`config.mk`:
```
export PLATFORM = sky130hd
export DESIGN_NAME = pwm_generator
export DESIGN_NICKNAME = d
export VERILOG_FILES = /design/src/rtl/pwm_generator_pkg.sv /design/src/rtl/pwm_prescaler.sv /design/src/rtl/pwm_generator.sv
export SDC_FILE = /design/constraint.sdc
export NUM_CORES = 1
export LEC_CHECK = 0
export BUFFER_PORTS_ARGS = -buffer_cell sky130_fd_sc_hd__buf_4
export CAP_MARGIN = 20
export CORE_MARGIN = 2
export CORE_UTILIZATION = 49
export CTS_BUF_LIST = sky130_fd_sc_hd__clkbuf_4 sky130_fd_sc_hd__clkbuf_8
export DETAILED_ROUTE_END_ITERATION = 7
export GPL_ROUTABILITY_DRIVEN = 0
export PLACE_DENSITY_LB_ADDON = 0.08
export SETUP_SLACK_MARGIN = 0.02
export SLEW_MARGIN = 10
export SYNTH_ARGS = -nofsm -noshare
export SYNTH_HDL_FRONTEND = slang
export SYNTH_SLANG_ARGS = --single-unit
```
`constraint.sdc`:
```
create_clock -name clk -period 1.8 [get_ports clk]
set_clock_uncertainty 0.1 [all_clocks]
set_input_delay 0.09 -clock clk [delete_from_list [all_inputs] [get_ports clk]]
set_output_delay 0.09 -clock clk [all_outputs]
set_load 0.02 [all_outputs]
```
`src/rtl/pwm_generator_pkg.sv`:
```
// Shared constants and helpers for the PWM generator and its prescaler.
package pwm_generator_pkg;

    // Default counter width and clocks per counter step
    localparam int PWM_DEFAULT_WIDTH   = 8;
    localparam int PWM_DEFAULT_CLK_DIV = 1;

    // Prescaler register width: max(1, clog2(clk_div)); a divide-by-1 still needs one bit
    function automatic int presc_width(input int clk_div);
        int w;
        w = $clog2(clk_div);
        return (w < 1) ? 1 : w;
    endfunction

endpackage

```
`src/rtl/pwm_prescaler.sv`:
```
// Clock prescaler: counts 0..CLK_DIV-1 and raises a one-cycle tick on the last count.
// CLK_DIV=1 keeps the count at 0 so the tick is asserted every clock.
module pwm_prescaler
    import pwm_generator_pkg::*;
#(
    parameter int CLK_DIV = PWM_DEFAULT_CLK_DIV
) (
    input  logic clk,
    input  logic rst_n,
    input  logic clear,
    output logic tick
);

    localparam int            PW   = presc_width(CLK_DIV);
    localparam logic [PW-1:0] LAST = PW'(CLK_DIV - 1);
    localparam logic [PW-1:0] ONE  = PW'(1);

    logic [PW-1:0] r_presc;

    assign tick = (r_presc == LAST);

    // Step counter: restart after the tick or whenever the owner holds it cleared
    always_ff @(posedge clk or negedge rst_n) begin
        if (!rst_n) begin
            r_presc <= '0;
        end else if (clear || tick) begin
            r_presc <= '0;
        end else begin
            r_presc <= r_presc + ONE;
        end
    end

endmodule

```
`src/rtl/pwm_generator.sv`:
```
// PWM generator: prescaled frame counter with registered compare output.
// Frame is period+1 counter steps; output is high while the counter is below duty.
// Optional macro PWM_GENERATOR_SHADOW_EN: duty/period are captured into shadow
// registers only while disabled or at a frame wrap, so mid-frame updates never
// produce a partial frame. Without it the live inputs are used directly.
module pwm_generator
    import pwm_generator_pkg::*;
#(
    parameter int WIDTH   = PWM_DEFAULT_WIDTH,
    parameter int CLK_DIV = PWM_DEFAULT_CLK_DIV
) (
    input  logic             clk,
    input  logic             rst_n,
    input  logic             enable,
    input  logic [WIDTH-1:0] duty,
    input  logic [WIDTH-1:0] period,
    output logic             pwm_out
);

    logic             w_tick;
    logic             w_presc_clear;
    logic             w_at_end;
    logic [WIDTH-1:0] w_duty_eff;
    logic [WIDTH-1:0] w_period_eff;
    logic [WIDTH-1:0] w_cnt_next;
    logic [WIDTH-1:0] r_cnt;
    logic             r_pwm;

    // Prescaler only runs while enabled so every enable starts on a fresh step
    assign w_presc_clear = ~enable;

    pwm_prescaler #(
        .CLK_DIV (CLK_DIV)
    ) u_prescaler (
        .clk   (clk),
        .rst_n (rst_n),
        .clear (w_presc_clear),
        .tick  (w_tick)
    );

    // ">=" rather than "==" so a counter stranded above a shrunken period still wraps
    assign w_at_end = (r_cnt >= w_period_eff);

`ifdef PWM_GENERATOR_SHADOW_EN
    logic             w_wrap;
    logic [WIDTH-1:0] r_duty_sh;
    logic [WIDTH-1:0] r_period_sh;

    assign w_wrap = enable && w_tick && w_at_end;

    // Capture new settings only while idle or on the step that starts a new frame
    always_ff @(posedge clk or negedge rst_n) begin
        if (!rst_n) begin
            r_duty_sh   <= '0;
            r_period_sh <= '0;
        end else if (!enable || w_wrap) begin
            r_duty_sh   <= duty;
            r_period_sh <= period;
        end
    end

    assign w_duty_eff   = r_duty_sh;
    assign w_period_eff = r_period_sh;
`else
    assign w_duty_eff   = duty;
    assign w_period_eff = period;
`endif

    // Next counter value: cleared when disabled, advances or wraps on each tick
    always_comb begin
        w_cnt_next = r_cnt;
        if (!enable) begin
            w_cnt_next = '0;
        end else if (w_tick) begin
            w_cnt_next = w_at_end ? '0 : (r_cnt + WIDTH'(1));
        end
    end

    // Frame counter register
    always_ff @(posedge clk or negedge rst_n) begin
        if (!rst_n) begin
            r_cnt <= '0;
        end else begin
            r_cnt <= w_cnt_next;
        end
    end

    // Registered compare output; the async reset drops it low without a clock
    always_ff @(posedge clk or negedge rst_n) begin
        if (!rst_n) begin
            r_pwm <= 1'b0;
        end else begin
            r_pwm <= enable && (r_cnt < w_duty_eff);
        end
    end

    assign pwm_out = r_pwm;

endmodule

```
# == Yosys cells after proc, flatten, opt, wreduce, memory -nomap -nowiden ==
# Index checks and enable logic that the tools add are counted.
# totals
input_bits,19
reg_bits,10
wordCells,16
output_inout_bits,1
# classes
bitwise_logic,2
addsub,2
reduce_logical,2
n_lt_le_gt_ge,2
muxes,4
eq_ne,1
# op_table
operator,count
$mux W8,3
$add A8 B1 Y8 const B,1
$ge A8 B8 Y1,1
$lt A8 B8 Y1,1
$ne A2 B2 Y1 const B,1
$not A1 Y1,2
$add A1 B1 Y1 const B,1
$logic_and A1 B1 Y1,1
$logic_or A1 B1 Y1,1
$mux W1,1

# == Longest topological paths before layout ==
# Gate-level depths: netlist of run 1.
# depth
word_depth,4
mapped_depth,7
ltp_nobuf,7

# == By module ==
# Synthesis of run 1 repeated with hierarchy kept, for this count alone.
# unflattened
hier_cells,97
area_unflattened_um2,848.3
# modules_own_cells
mod,area_each_um2,cells_each,instances,seq_area_each_um2
pwm_generator,815.8,94,1,225.2
pwm_prescaler,32.5,3,1,25.0

# == Worst setup path after synthesis of run 1 ==
# OpenSTA, ideal clock, no wires.
# synth_timing
kind,reg2reg
startpoint,register r_cnt[2]
endpoint,register r_cnt[2]
period_less_slack_ns,1.695
setup_ns,0.079
required_time_ns,1.621
arrival_time_ns,1.516
path_stages_with_launch,7
setup_slack_ns,0.105
path_cell_list,dfrtp_1 -> ha_1 -> a211o_1 -> a31oi_1 -> o21a_4 -> nand3_1 -> mux2i_1
# synth_between
elab_chain_len,4
elab_cells_between_ends,5
classes_between,add/sub (1); order compare (1); mux (3)
# synth_lines
element,line_no,text
start: declaration,pwm_generator.sv:26,logic [WIDTH-1:0] r_cnt;
start signal: assignment,pwm_generator.sv:84,r_cnt <= w_cnt_next;
$add A8 B1 Y8 or $ge A8 B8 Y1 (tied branches),"pwm_generator.sv:75, pwm_generator.sv:42",
$mux W8 (*),pwm_generator.sv:75,w_cnt_next = w_at_end ? '0 : (r_cnt + WIDTH'(1));
$mux W8 (*),pwm_generator.sv:74,end else if (w_tick) begin
$mux W8 (*),pwm_generator.sv:72,if (!enable) begin
# Every way passes the cells marked *; elsewhere a longest branch is shown, timed or not. The select of a mux whose other input is x is not followed.
# A chain may end at the register's enable or synchronous reset.

# == Worst setup path after layout of run 1 ==
# layout_timing
startpoint,register r_cnt[7]
endpoint,register r_cnt[5]
# layout_between
elab_chain_len,4
# layout_lines
element,line_no,text
$ge A8 B8 Y1,pwm_generator.sv:42,assign w_at_end = (r_cnt >= w_period_eff);
$mux W8,pwm_generator.sv:75,
$mux W8,pwm_generator.sv:74,
$mux W8,pwm_generator.sv:72,
# Every way passes these cells. The select of a mux whose other input is x is not followed.

==> key figures, run 1 <==
Outcome
  • Status: finished, final reports clean

Finish
  • Final Util: 0.757
  • N_diodes: 0
  • Share of cells above drive strength 1: 0.350
  • Area Growth Syn to Fin: 40.7%
  • Number of nets in the layout: between 150 and 200

Power
  • P per Cell Area: 522 nW/um^2
  • Peak VDD IR: just over 0.0005 V
  • Fraction of power spent switching nets: 0.271
  • Clk network pwr share: 0.337
  • Internal Dissipation: approximately 440 uW
  • Static leakage: 0.000645 uW
  • Combinational power share: 0.257
  • Register share of total power: 0.406
  • Switching Power: 165 uW

Floorplanning
  • Core area: approximately 1500 um^2
  • Die span in x: 45.1 um
  • Die Y-Extent: 45.1 um
  • Initial Utilization: 0.538
  • Row Count: 14
  • Die area: 2040 um^2
  • Top-Level Pins: 20

Timing
  • Final slew viol count: 0
  • Hold WS: 0.0827 ns
  • Final Cycle Share: 0.968
  • RSZ-0062 raised after global routing: false
  • Worst Slack Setup Final: 0.0582 ns
  • Final setup violation count: 0
  • Hold Fails Final Rpt: 0
  • Max Fclk: 574 MHz
  • Setup TNS Final: 0 ns
  • Final min period: around 1.7 ns

Synth
  • Mapped Nets: 126
  • Synth Area in XOR/XNOR: 0.0317
  • Area of the mapped netlist: 830 um^2
  • Main flop type after synthesis: dfrtp_1
  • Leading area contributor after synthesis: dfrtp_1
  • Mapped Avg Cell Area: roughly 9.1 um^2
  • Mux cell area share after synthesis: 0.0121
  • Adder-Cell Fraction of Synth Area: 0.241
  • Main combinational cell family by area after synthesis: adder cells
  • Cells after Synth: approximately 90
  • Sequential fraction of the synthesis area: 0.302
  • Cell variety after synth: 28
  • Number of flops mapped to enable cells by yosys: 0
  • Synthesis-stage register bit count: 10
  • Compound-cell area share of the yosys netlist: 0.154
  • Top post-synthesis cells by area: dfrtp_1 30%, ha_1 24%, inv_1 7.2%
  • Area fraction of the dominant cell type after synthesis: 0.302
  • Synth Area in Simple Gates: 0.183
  • Synth cell count leaders: 16 x ha_1, 16 x inv_1, 10 x dfrtp_1, 7 x nand3_1
  • Synthesis Warnings: 0
  • Ys async rst share: 1.00

Run
  • Max-cap violations: 0

Detailed routing
  • Via count: 739
  • DRC viols: 0
  • Average wire per standard cell: 13.0 um
  • Pre-Repair DR Iteration Count: 4
  • Final ANT Viol Nets: 0
  • Drt total wl: 1.81 mm
  • Initial DRC count: 29
  • Detail-routed via count per cell: 5.32

Clock network
  • Cts bufs inserted: 3
  • Clock latency on the worst-skew pair: between 0.2 and 0.3 ns
  • Root buf cell: clkbuf_4
  • CTS clk-pin slew, worst paths: 0.07 ns
  • Longest Clk Path Bufs: 2
  • H-tree depth: 1
  • Clk sinks: 10
  • CTS tree: built

Global routing
  • Initial antenna violation count: 0
  • Vias in the first global route: around 650
  • Gr usage total: 0.201
  • Largest net degree at the start of global routing: 11
  • Global route overflow: 0
  • First-pass GRT wire length: 2.80 mm

Placed design
  • Post-DP HPWL: 1.35 mm
  • Place WS: 0.0387 ns
  • Port Buf Inserts: 19

Worst setup path
  • Startpoint types: register
  • Critical path capture point type: register
  • Crit-path max FO: 7
  • Worst r2r path cells: 6
  • Crit Path Category: reg -> reg
  • RR Endpoint: r_cnt[5]
  • Reg2Reg Setup Slack: 0.06 ns
  • CP arrival: 1.80 ns
  • Critical Path RT: 1.86 ns
  • FF-to-FF Start: r_cnt[7]

Worst hold path
  • HP Class: in -> async
==> power by group through the flow <==
| stage | sequential (uW) | clock (uW) | combinational [uW] |
|---|---|---|---|
| global route | 249 | 226 | 177 |
| detailed placement | 251 | 0 | 129 |
| CTS | 246 | 212 | 134 |
| floorplan | 251 | 0 | 70.1 |
| finish | 248 | 206 | 157 |
| global placement | 251 | 0 | 125 |
==> placed cells by master (no fill, tap or decap), types with 2 or more instances in the layout <==
cell	n
inv_1	16
nand2b_1	3
a21o_1	3
nand3_1	6
nor2_1	4
buf_4	26
xor2_1	2
ha_1	13
dlygate4sd3_1	2
nand3b_1	2
o21ai_0	3
ha_4	3
dfrtp_1	9
a21oi_1	3
clkbuf_4	3
nand2_1	4
==> logic make-up (layout without fill, tap and decap cells) <==
logic type	count (synthesis)	count (layout)
fa+ha+maj	16	16
mux	1	1
xor+xnor	3	3
buf+inv	16	48
other cells	1	1
compound gates	17	17
simple gates	27	27
flops	10	10
==> how the worst max path moves through the flow <==
stage                   from       end  slack (ns)  cells after the start
floorplan           r_cnt[2]  r_cnt[2]        0.11                      6
global route        r_cnt[7]  r_cnt[5]        0.01                      6
detailed placement  r_cnt[2]  r_cnt[2]        0.04                      6
CTS                 r_cnt[2]  r_cnt[2]        0.02                      6
finish              r_cnt[7]  r_cnt[5]        0.06                      6
global placement    r_cnt[6]  r_cnt[2]        0.09                      6
==> per-layer routing <==
layer  global-route usage  up-vias  routed length (um)
met3               0.0360        5                  76
met1                0.265      333                 818
met4                0.124        0                  44
met5                    0        -                   0
li1                     -      381                   -
met2                0.303       20                 866
==> stage by stage <==
stage               instances  area, um^2  total power (uW)
finish                    139        1170               610
global route              139        1170               653
CTS                       136        1080               592
detailed placement        130        1020               380
global placement          130        1020               376
floorplan                  91         830               321
==> worst max-delay path, cell delays in order (launching register included) <==
cell and delay [ns]:
dfrtp_1 0.43, ha_4 0.29, and3_4 0.18, o211ai_1 0.12, o21a_4 0.28, a21oi_4 0.16
nor2_1 0.07
==> state kept, by name (all words and copies together), names as in the netlist <==
| name | count |
|---|---|
| pwm_out | 1 |
| r_cnt | 8 |
| u_prescaler.r_presc | 1 |
==> layout make-up <==
cell class	count	area (um^2)
inverters	16	60.1
multi-input cells	65	584
clock buffers	4	36.3
well taps	16	20.0
flip-flops and latches	10	251
fillers	109	374
repair buffers	28	215
==> timing repair <==
item | CTS | global route
buffers inserted | 0 | 3
gates resized for setup | 0 | 9
endpoints found under the hold margin | 11 | 0
setup endpoints to repair | 0 | 8
hold buffers | 2 | 0
Note: power is estimated with default switching activity, not from simulation.
==> inputs of run 2 (changes only) <==
--- a/config.mk
+++ b/config.mk
@@ -17,4 +17,5 @@
 export SLEW_MARGIN = 10
 export SYNTH_ARGS = -nofsm -noshare
 export SYNTH_HDL_FRONTEND = slang
+export SYNTH_HIERARCHICAL = 1
 export SYNTH_SLANG_ARGS = --single-unit
==> run 2 against run 1 <==
  * Total power shrank 0.25%
  * Sequential power shrank 6%
  * Synthesized cell count grew 6.6%
  * Critical path depth is the same
  * Sequential share of layout area shrank 2.2 points
  * The flow now finishes with violations (setup timing)
  * Routed wire length grew 21%
  * Fmax shrank 11%
==> key figures, run 2 <==
Outcome
  • Status: complete, but fails checks (was finished, final reports clean)
  • Failing checks: setup timing

Synth
  • Synth cell count leaders: 19 x inv_1, 16 x ha_1, 10 x dfrtp_1 (was 16 x ha_1, 16 x inv_1, 10 x dfrtp_1, 7 x nand3_1)
  • Area of the mapped netlist: 848 um^2 (was 830 um^2)
  • Ys async rst share: 1.00 (unchanged)
  • Top post-synthesis cells by area: dfrtp_1 29%, ha_1 24%, inv_1 8.4% (was dfrtp_1 30%, ha_1 24%, inv_1 7.2%)
  • Most frequent cell after synthesis: inv_1
  • Synthesis-stage register bit count: 10 (unchanged)
  • Leading area contributor after synthesis: dfrtp_1 (unchanged)
  • Sequential fraction of the synthesis area: 0.295 (was 0.302)
  • Mapped Avg Cell Area: 8.75 um^2 (was 9.12 um^2)
  • Mapped Nets: 132 (was 126)
  • Area fraction of the dominant cell type after synthesis: 0.295 (was 0.302)
  • Cells after Synth: 97 (was 91)
  • Cell variety after synth: 25 (was 28)
  • Main flop type after synthesis: dfrtp_1 (unchanged)
  • Synthesis Warnings: 6 (was 0)
  • Number of flops mapped to enable cells by yosys: 0 (unchanged)

Detailed routing
  • Average wire per standard cell: 14.3 um (was 13.0 um)
  • Pre-Repair DR Iteration Count: 4 (unchanged)
  • Via count: 805 (was 739)
  • Initial DRC count: 7 (was 29)
  • DRC viols: 0 (unchanged)
  • Detail-routed via count per cell: 5.26 (was 5.32)
  • Drt total wl: 2.19 mm (was 1.81 mm)
  • Final ANT Viol Nets: 0 (unchanged)

Clock network
  • Longest Clk Path Bufs: 2 (unchanged)
  • CTS clk-pin slew, worst paths: 0.06 ns (was 0.07 ns)
  • H-tree depth: 1 (unchanged)
  • Clk sinks: 10 (unchanged)
  • CTS tree: built (unchanged)
  • Cts bufs inserted: 3 (unchanged)
  • Clock latency on the worst-skew pair: 0.28 ns (was 0.27 ns)
  • Root buf cell: clkbuf_4 (unchanged)

Worst setup path
  • Worst setup path end: r_cnt[6] (was r_cnt[5])
  • CP Buf/Inv Count: 0 (unchanged)
  • Reg2Reg Setup Slack: -0.16 ns (was 0.06 ns)
  • RR Endpoint: r_cnt[6] (was r_cnt[5])
  • Critical path capture point type: register (unchanged)
  • Critical Path RT: 1.90 ns (was 1.86 ns)
  • Worst r2r path cells: 6 (unchanged)
  • Critical Path Source: r_cnt[5] (was r_cnt[7])
  • Startpoint types: register (unchanged)
  • Max stage delay cell, worst path: or4_1 (was dfrtp_1)
  • Crit Path Category: reg -> reg (unchanged)
  • CP arrival: 2.06 ns (was 1.80 ns)
  • FF-to-FF Start: r_cnt[5] (was r_cnt[7])
  • CP peak stage delay: 0.48 ns (was 0.43 ns)
  • Crit path cell chain: ha_1 -> and3_4 -> a221oi_4 -> o21ai_2 -> or4_1 -> o21ai_1 (was ha_4 -> and3_4 -> o211ai_1 -> o21a_4 -> a21oi_4 -> nor2_1)
  • Stages on the worst setup path: 6 (unchanged)
  • Crit-path max FO: 2 (was 7)
  • CP delay by family, top: simple AND/OR/NAND/NOR gates (was compound AO/OA/AOI/OAI gates)

Timing
  • Final slew viol count: 0 (unchanged)
  • Final setup violation count: 5 (was 0)
  • Final min period: 1.96 ns (was 1.74 ns)
  • Worst Slack Setup Final: -0.159 ns (was 0.0582 ns)
  • RSZ-0062 raised after global routing: true (was false)
  • Hold Fails Final Rpt: 0 (unchanged)
  • Final Cycle Share: 1.09 (was 0.968)
  • Max Fclk: 511 MHz (was 574 MHz)
  • Hold WS: 0.0880 ns (was 0.0827 ns)

Floorplanning
  • Row Count: 15 (was 14)
  • Die Y-Extent: 45.6 um (was 45.1 um)
  • Initial Utilization: 0.508 (was 0.538)
  • Core area: 1670 um^2 (was 1540 um^2)
  • Top-Level Pins: 20 (unchanged)
  • Die span in x: 45.6 um (was 45.1 um)
  • Die area: 2080 um^2 (was 2040 um^2)

Power
  • P per Cell Area: 469 nW/um^2 (was 522 nW/um^2)
  • Peak VDD IR: 0.000365 V (was 0.000504 V)
  • Static leakage: 0.000717 uW (was 0.000645 uW)
  • Tot Pwr: 608 uW (was 610 uW)

Worst hold path
  • HP Class: in -> reg (was in -> async)

Global routing
  • Largest net degree at the start of global routing: 11 (unchanged)
  • Vias in the first global route: 786 (was 649)
  • First-pass GRT wire length: 3.46 mm (was 2.80 mm)
  • Gr usage total: 0.248 (was 0.201)
  • Initial antenna violation count: 0 (unchanged)
  • Global route overflow: 0 (unchanged)

Finish
  • Commonest non-fill, non-tap cells in the layout: 32 x buf_4, 19 x inv_1, 13 x ha_1, 10 x dfrtp_1 (was 26 x buf_4, 16 x inv_1, 13 x ha_1, 9 x dfrtp_1, 6 x nand3_1)
  • Number of nets in the layout: 172 (was 159)
  • Area Growth Syn to Fin: 52.8% (was 40.7%)
  • N_diodes: 0 (unchanged)
  • Fill cells: 128 (was 109)
  • Max reg flops: 8 (unchanged)
  • Most common library cell in the layout ignoring fill and taps: buf_4 (unchanged)
  • Top reg by flops: r_cnt (unchanged)
  • Share of cells above drive strength 1: 0.404 (was 0.350)

Placed design
  • Port Buf Inserts: 19 (unchanged)
  • Post-DP HPWL: 1.59 mm (was 1.35 mm)
  • Place WS: -0.174 ns (was 0.0387 ns)

Run
  • Max-cap violations: 0 (unchanged)
[run 2: per-layer routing]
metal	wire [um]	global-route usage	share of wire
met1	857	0.267	0.39
met2	1210	0.454	0.55
met3	72	0.0595	0.033
met4	44	0.106	0.020
met5	0	0	0
[run 2: what timing repair did]
action,CTS,global route
gates resized for setup,6,15
pin swaps,3,7
hold endpoints to repair,11,0
buffers inserted,1,3
hold buffers,2,0
endpoints found under the setup margin,8,8
[run 2: kinds of logic after synthesis]
logic type	after synthesis	share of synthesized area
AND/OR/NAND/NOR	25	0.153
adder cells (fa/ha/maj)	16	0.236
other	1	0.00442
buffers and inverters	19	0.0841
XOR/XNOR	2	0.0207
flip-flops	10	0.295
AO/OA/AOI/OAI	24	0.206
[run 2: final cells by class]
class                           count  area, um^2  area share
Multi-Input combinational cell     68         646       0.498
Timing Repair Buffer               35         272       0.209
Sequential cell                    10         250       0.193
Inverter                           19        71.3      0.0550
Clock buffer                        4        36.3      0.0280
Tap cell                           17        21.3      0.0164
[run 2: tightest hold or removal path: stages]
cell	delay (ns)
buf_4	0.11
inv_1	0.05
ha_1	0.12
a31oi_1	0.06
[run 2: worst min-delay path by stage]
stage,start,to,slack (ns),cells past startpoint
after floorplan,rst_n,pwm_out,-0.31,0
after global placement,rst_n,r_cnt[6],-0.17,1
after detailed placement,rst_n,r_cnt[6],-0.17,1
after CTS,rst_n,r_cnt[3],0.07,2
after global routing,rst_n,r_cnt[4],0.10,2
final,duty[6],pwm_out,0.09,4
[run 2: where the power goes]
part           total [uW]  internal (uW)  switching [uW]  leakage, uW
sequential            234            231            3.25     0.000134
combinational         167           88.6            78.0     0.000562
clock                 208            123            84.3    0.0000210
total                 608            443             166     0.000717
[run 2: per-stage QoR]
| step | setup TNS, ns | cell area [um^2] | util | cells |
|---|---|---|---|---|
| floorplan | -0.147 | 877 | - | 97 |
| global placement | -0.299 | 1120 | 0.673 | 144 |
| detailed placement | -0.675 | 1120 | 0.673 | 144 |
| CTS | -0.192 | 1230 | 0.735 | 151 |
| global route | -0.733 | 1300 | 0.776 | 153 |
| finish | -0.255 | 1300 | 0.776 | 153 |
==> inputs of run 3 (changes only) <==
--- a/config.mk
+++ b/config.mk
@@ -5,10 +5,11 @@
 export SDC_FILE = /design/constraint.sdc
 export NUM_CORES = 1
 export LEC_CHECK = 0
+export ABC_AREA = 1
 export BUFFER_PORTS_ARGS = -buffer_cell sky130_fd_sc_hd__buf_4
 export CAP_MARGIN = 20
 export CORE_MARGIN = 2
-export CORE_UTILIZATION = 49
+export CORE_UTILIZATION = 50
 export CTS_BUF_LIST = sky130_fd_sc_hd__clkbuf_4 sky130_fd_sc_hd__clkbuf_8
 export DETAILED_ROUTE_END_ITERATION = 7
 export GPL_ROUTABILITY_DRIVEN = 0
==> run 3 against run 2 <==
  * The run now ends clean
  * Register-to-register slack better by 0.39 ns
  * Non-clock buffer count is 14 lower
  * Core utilization decreased by 12 points
  * Clock power is essentially flat
  * Synthesized cell count rose by 26%
  * Die area is 4.7% higher
  * Sequential power up 3%
  * Critical path type unchanged
  * Largest power group unchanged
  * Highest routed layer unchanged
==> key figures, run 3 <==
Power
  • Register share of total power: 0.429 (was 0.385)
  • Peak VDD IR: 0.000487 V (was 0.000365 V)
  • Combinational power share: 0.205 (was 0.274)
  • Internal Dissipation: 410 uW (was 443 uW)
  • Switching Power: 149 uW (was 166 uW)
  • Clk network pwr share: 0.366 (was 0.341)
  • P per Cell Area: 492 nW/um^2 (was 469 nW/um^2)
  • Fraction of power spent switching nets: 0.267 (was 0.272)
  • Tot Pwr: 560 uW (was 608 uW)
  • Static leakage: 0.000680 uW (was 0.000717 uW)

Finish
  • Commonest non-fill, non-tap cells in the layout: 33 x nand2_1, 21 x inv_1, 20 x buf_4, 16 x ha_1 (was 32 x buf_4, 19 x inv_1, 13 x ha_1, 10 x dfrtp_1)
  • Final Util: 0.659 (was 0.776)
  • Most common library cell in the layout ignoring fill and taps: nand2_1 (was buf_4)
  • Top reg by flops: r_cnt (unchanged)
  • Area Growth Syn to Fin: 25.0% (was 52.8%)
  • Share of cells above drive strength 1: 0.224 (was 0.404)
  • Fill cells: 157 (was 128)
  • Max reg flops: 8 (unchanged)
  • N_diodes: 0 (unchanged)
  • Number of nets in the layout: 183 (was 172)
  • Sequential cell area: 250 um^2 (unchanged)
  • Multi-input gate area: 567 um^2 (was 646 um^2)

Synth
  • Leading area contributor after synthesis: dfrtp_1 (unchanged)
  • Cells after Synth: 122 (was 97)
  • Mapped Avg Cell Area: 7.47 um^2 (was 8.75 um^2)
  • Number of flops mapped to enable cells by yosys: 0 (unchanged)
  • Cell variety after synth: 19 (was 25)
  • Sequential fraction of the synthesis area: 0.275 (was 0.295)
  • Mapped Nets: 157 (was 132)
  • Most frequent cell after synthesis: nand2_1 (was inv_1)
  • Synthesis Warnings: 6 (unchanged)
  • Synthesis-stage register bit count: 10 (unchanged)
  • Area of the mapped netlist: 911 um^2 (was 848 um^2)
  • Area fraction of the dominant cell type after synthesis: 0.275 (was 0.295)
  • Ys async rst share: 1.00 (unchanged)
  • Main flop type after synthesis: dfrtp_1 (unchanged)
  • Top post-synthesis cells by area: dfrtp_1 27%, ha_1 22%, nand2_1 14% (was dfrtp_1 29%, ha_1 24%, inv_1 8.4%)
  • Synth cell count leaders: 33 x nand2_1, 21 x inv_1, 16 x ha_1, 10 x a21oi_1, 10 x dfrtp_1 (was 19 x inv_1, 16 x ha_1, 10 x dfrtp_1)

Global routing
  • First-pass GRT wire length: 2.89 mm (was 3.46 mm)
  • Vias in the first global route: 733 (was 786)
  • Initial antenna violation count: 0 (unchanged)
  • Global route overflow: 0 (unchanged)
  • Gr usage total: 0.193 (was 0.248)
  • Largest net degree at the start of global routing: 11 (unchanged)

Timing
  • Final min period: 1.57 ns (was 1.96 ns)
  • Setup TNS Final: 0 ns (was -0.255 ns)
  • RSZ-0062 raised after global routing: false (was true)
  • Final slew viol count: 0 (unchanged)
  • Hold Fails Final Rpt: 0 (unchanged)
  • Final setup violation count: 0 (was 5)
  • Max Fclk: 638 MHz (was 511 MHz)
  • Hold WS: 0.00757 ns (was 0.0880 ns)
  • Final Cycle Share: 0.871 (was 1.09)
  • Worst Slack Setup Final: 0.233 ns (was -0.159 ns)

Worst setup path
  • Crit-path max FO: 5 (was 2)
  • Critical path capture point type: register (unchanged)
  • Startpoint types: register (unchanged)
  • CP arrival: 1.66 ns (was 2.06 ns)
  • Crit path cell chain: ha_1 -> a21o_1 -> nor2_4 -> nand4_2 -> a21oi_1 (was ha_1 -> and3_4 -> a221oi_4 -> o21ai_2 -> or4_1 -> o21ai_1)
  • CP peak stage delay: 0.42 ns (was 0.48 ns)
  • Crit Path Category: reg -> reg (unchanged)
  • Max stage delay cell, worst path: dfrtp_1 (was or4_1)
  • CP Buf/Inv Count: 0 (unchanged)
  • CP delay by family, top: flip-flops (was simple AND/OR/NAND/NOR gates)
  • Critical Path RT: 1.89 ns (was 1.90 ns)

Floorplanning
  • Top-Level Pins: 20 (unchanged)
  • Core area: 1730 um^2 (was 1670 um^2)
  • Row Count: 15 (unchanged)
  • Die Y-Extent: 46.7 um (was 45.6 um)
  • Initial Utilization: 0.528 (was 0.508)
  • Die span in x: 46.7 um (was 45.6 um)
  • Die area: 2180 um^2 (was 2080 um^2)

Placed design
  • Post-DP HPWL: 1.50 mm (was 1.59 mm)
  • Port Buf Inserts: 19 (unchanged)
  • Place WS: 0.238 ns (was -0.174 ns)

Clock network
  • CTS tree: built (unchanged)
  • Root buf cell: clkbuf_4 (unchanged)
  • H-tree depth: 1 (unchanged)
  • CTS clk-pin slew, worst paths: 0.07 ns (was 0.06 ns)
  • Cts bufs inserted: 3 (unchanged)
  • Longest Clk Path Bufs: 2 (unchanged)
  • Clock latency on the worst-skew pair: 0.26 ns (was 0.28 ns)
  • Clk sinks: 10 (unchanged)

Outcome
  • Status: finished, final reports clean (was complete, but fails checks)

Run
  • Max-cap violations: 0 (unchanged)

Detailed routing
  • DRC viols: 0 (unchanged)
  • Pre-Repair DR Iteration Count: 4 (unchanged)
  • Initial DRC count: 9 (was 7)
  • Final ANT Viol Nets: 0 (unchanged)
  • Detail-routed via count per cell: 4.80 (was 5.26)
  • Average wire per standard cell: 10.4 um (was 14.3 um)
  • Drt total wl: 1.79 mm (was 2.19 mm)
  • Via count: 826 (was 805)

Worst hold path
  • HP Class: in -> reg (unchanged)
-- run 3: changes by cell type after synthesis, moves of 3 or more --
cell	previous run	this run
a21oi_1	2	10
inv_2	0	4
o2bb2ai_1	3	0
nand2_1	5	33
o21ai_0	5	0
nor2_4	0	3
nand2b_1	5	0
-- run 3: per-layer routing --
layer  vias up  routed length (um)  GRT usage  share of wire
li1        435                   -          -              -
met1       362                 847      0.255           0.47
met2        23                 817      0.317           0.46
met3         6                  87     0.0235          0.049
met4         0                  35     0.0778          0.020
met5         -                   0          0              0
-- run 3: area by class of cell --
cell class / instances / area share
timing repair buffer: 21 / 0.141
clock buffer: 4 / 0.0319
sequential: 10 / 0.220
tap: 25 / 0.0275
inverter: 25 / 0.0824
multi-input combinational: 87 / 0.498
-- run 3: final timing paths --
kind | start | to | slack (ns) | cells past startpoint
worst max-delay path | r_cnt[7] | r_cnt[7] | 0.23 | 5
worst min-delay path | enable | pwm_out | 0.008 | 3
worst max register to register | r_cnt[7] | r_cnt[7] | 0.23 | 5
worst min register to register | r_cnt[0] | r_cnt[0] | 0.50 | 2
max in group asynchronous | rst_n | r_cnt[0] | 1.38 | 2
min in group asynchronous | rst_n | r_cnt[4] | 0.08 | 2
-- run 3: worst min-delay path: cells and delay by family --
kind          cells  cell delay, ns
buf+inv           2            0.20
simple gates      1            0.05
-- run 3: kinds of logic after synthesis --
kind of cell,share of synthesized area
and+or+nand+nor,0.268
adders and majority gates,0.220
xor gates and xnor gates,0.0481
buffers and inverters,0.103
other,0.00412
AOI/OAI and AO/OA,0.0824
DFF,0.275
-- run 3: power groups by stage --
| stage | combinational [uW] | clock [uW] | sequential, uW |
|---|---|---|---|
| final | 115 | 205 | 240 |
| after global routing | 134 | 221 | 241 |
| after CTS | 116 | 205 | 240 |
| after detailed placement | 114 | 0 | 244 |
| after global placement | 110 | 0 | 244 |
| after floorplan | 62.4 | 0 | 243 |
-- run 3: per-stage QoR --
| step | area, um^2 | instances |
|---|---|---|
| 6_report | 1140 | 172 |
| 5_1_grt | 1140 | 172 |
| 4_1_cts | 1140 | 172 |
| 3_5_place_dp | 1090 | 167 |
| 3_3_place_gp | 1090 | 167 |
| 2_1_floorplan | 911 | 122 |
-- run 3: timing repair --
item                                   in CTS  in global routing
endpoints found under the hold margin      10                  0
hold buffers                                1                  0
resized for setup                           0                  0
setup buffers                               0                  0
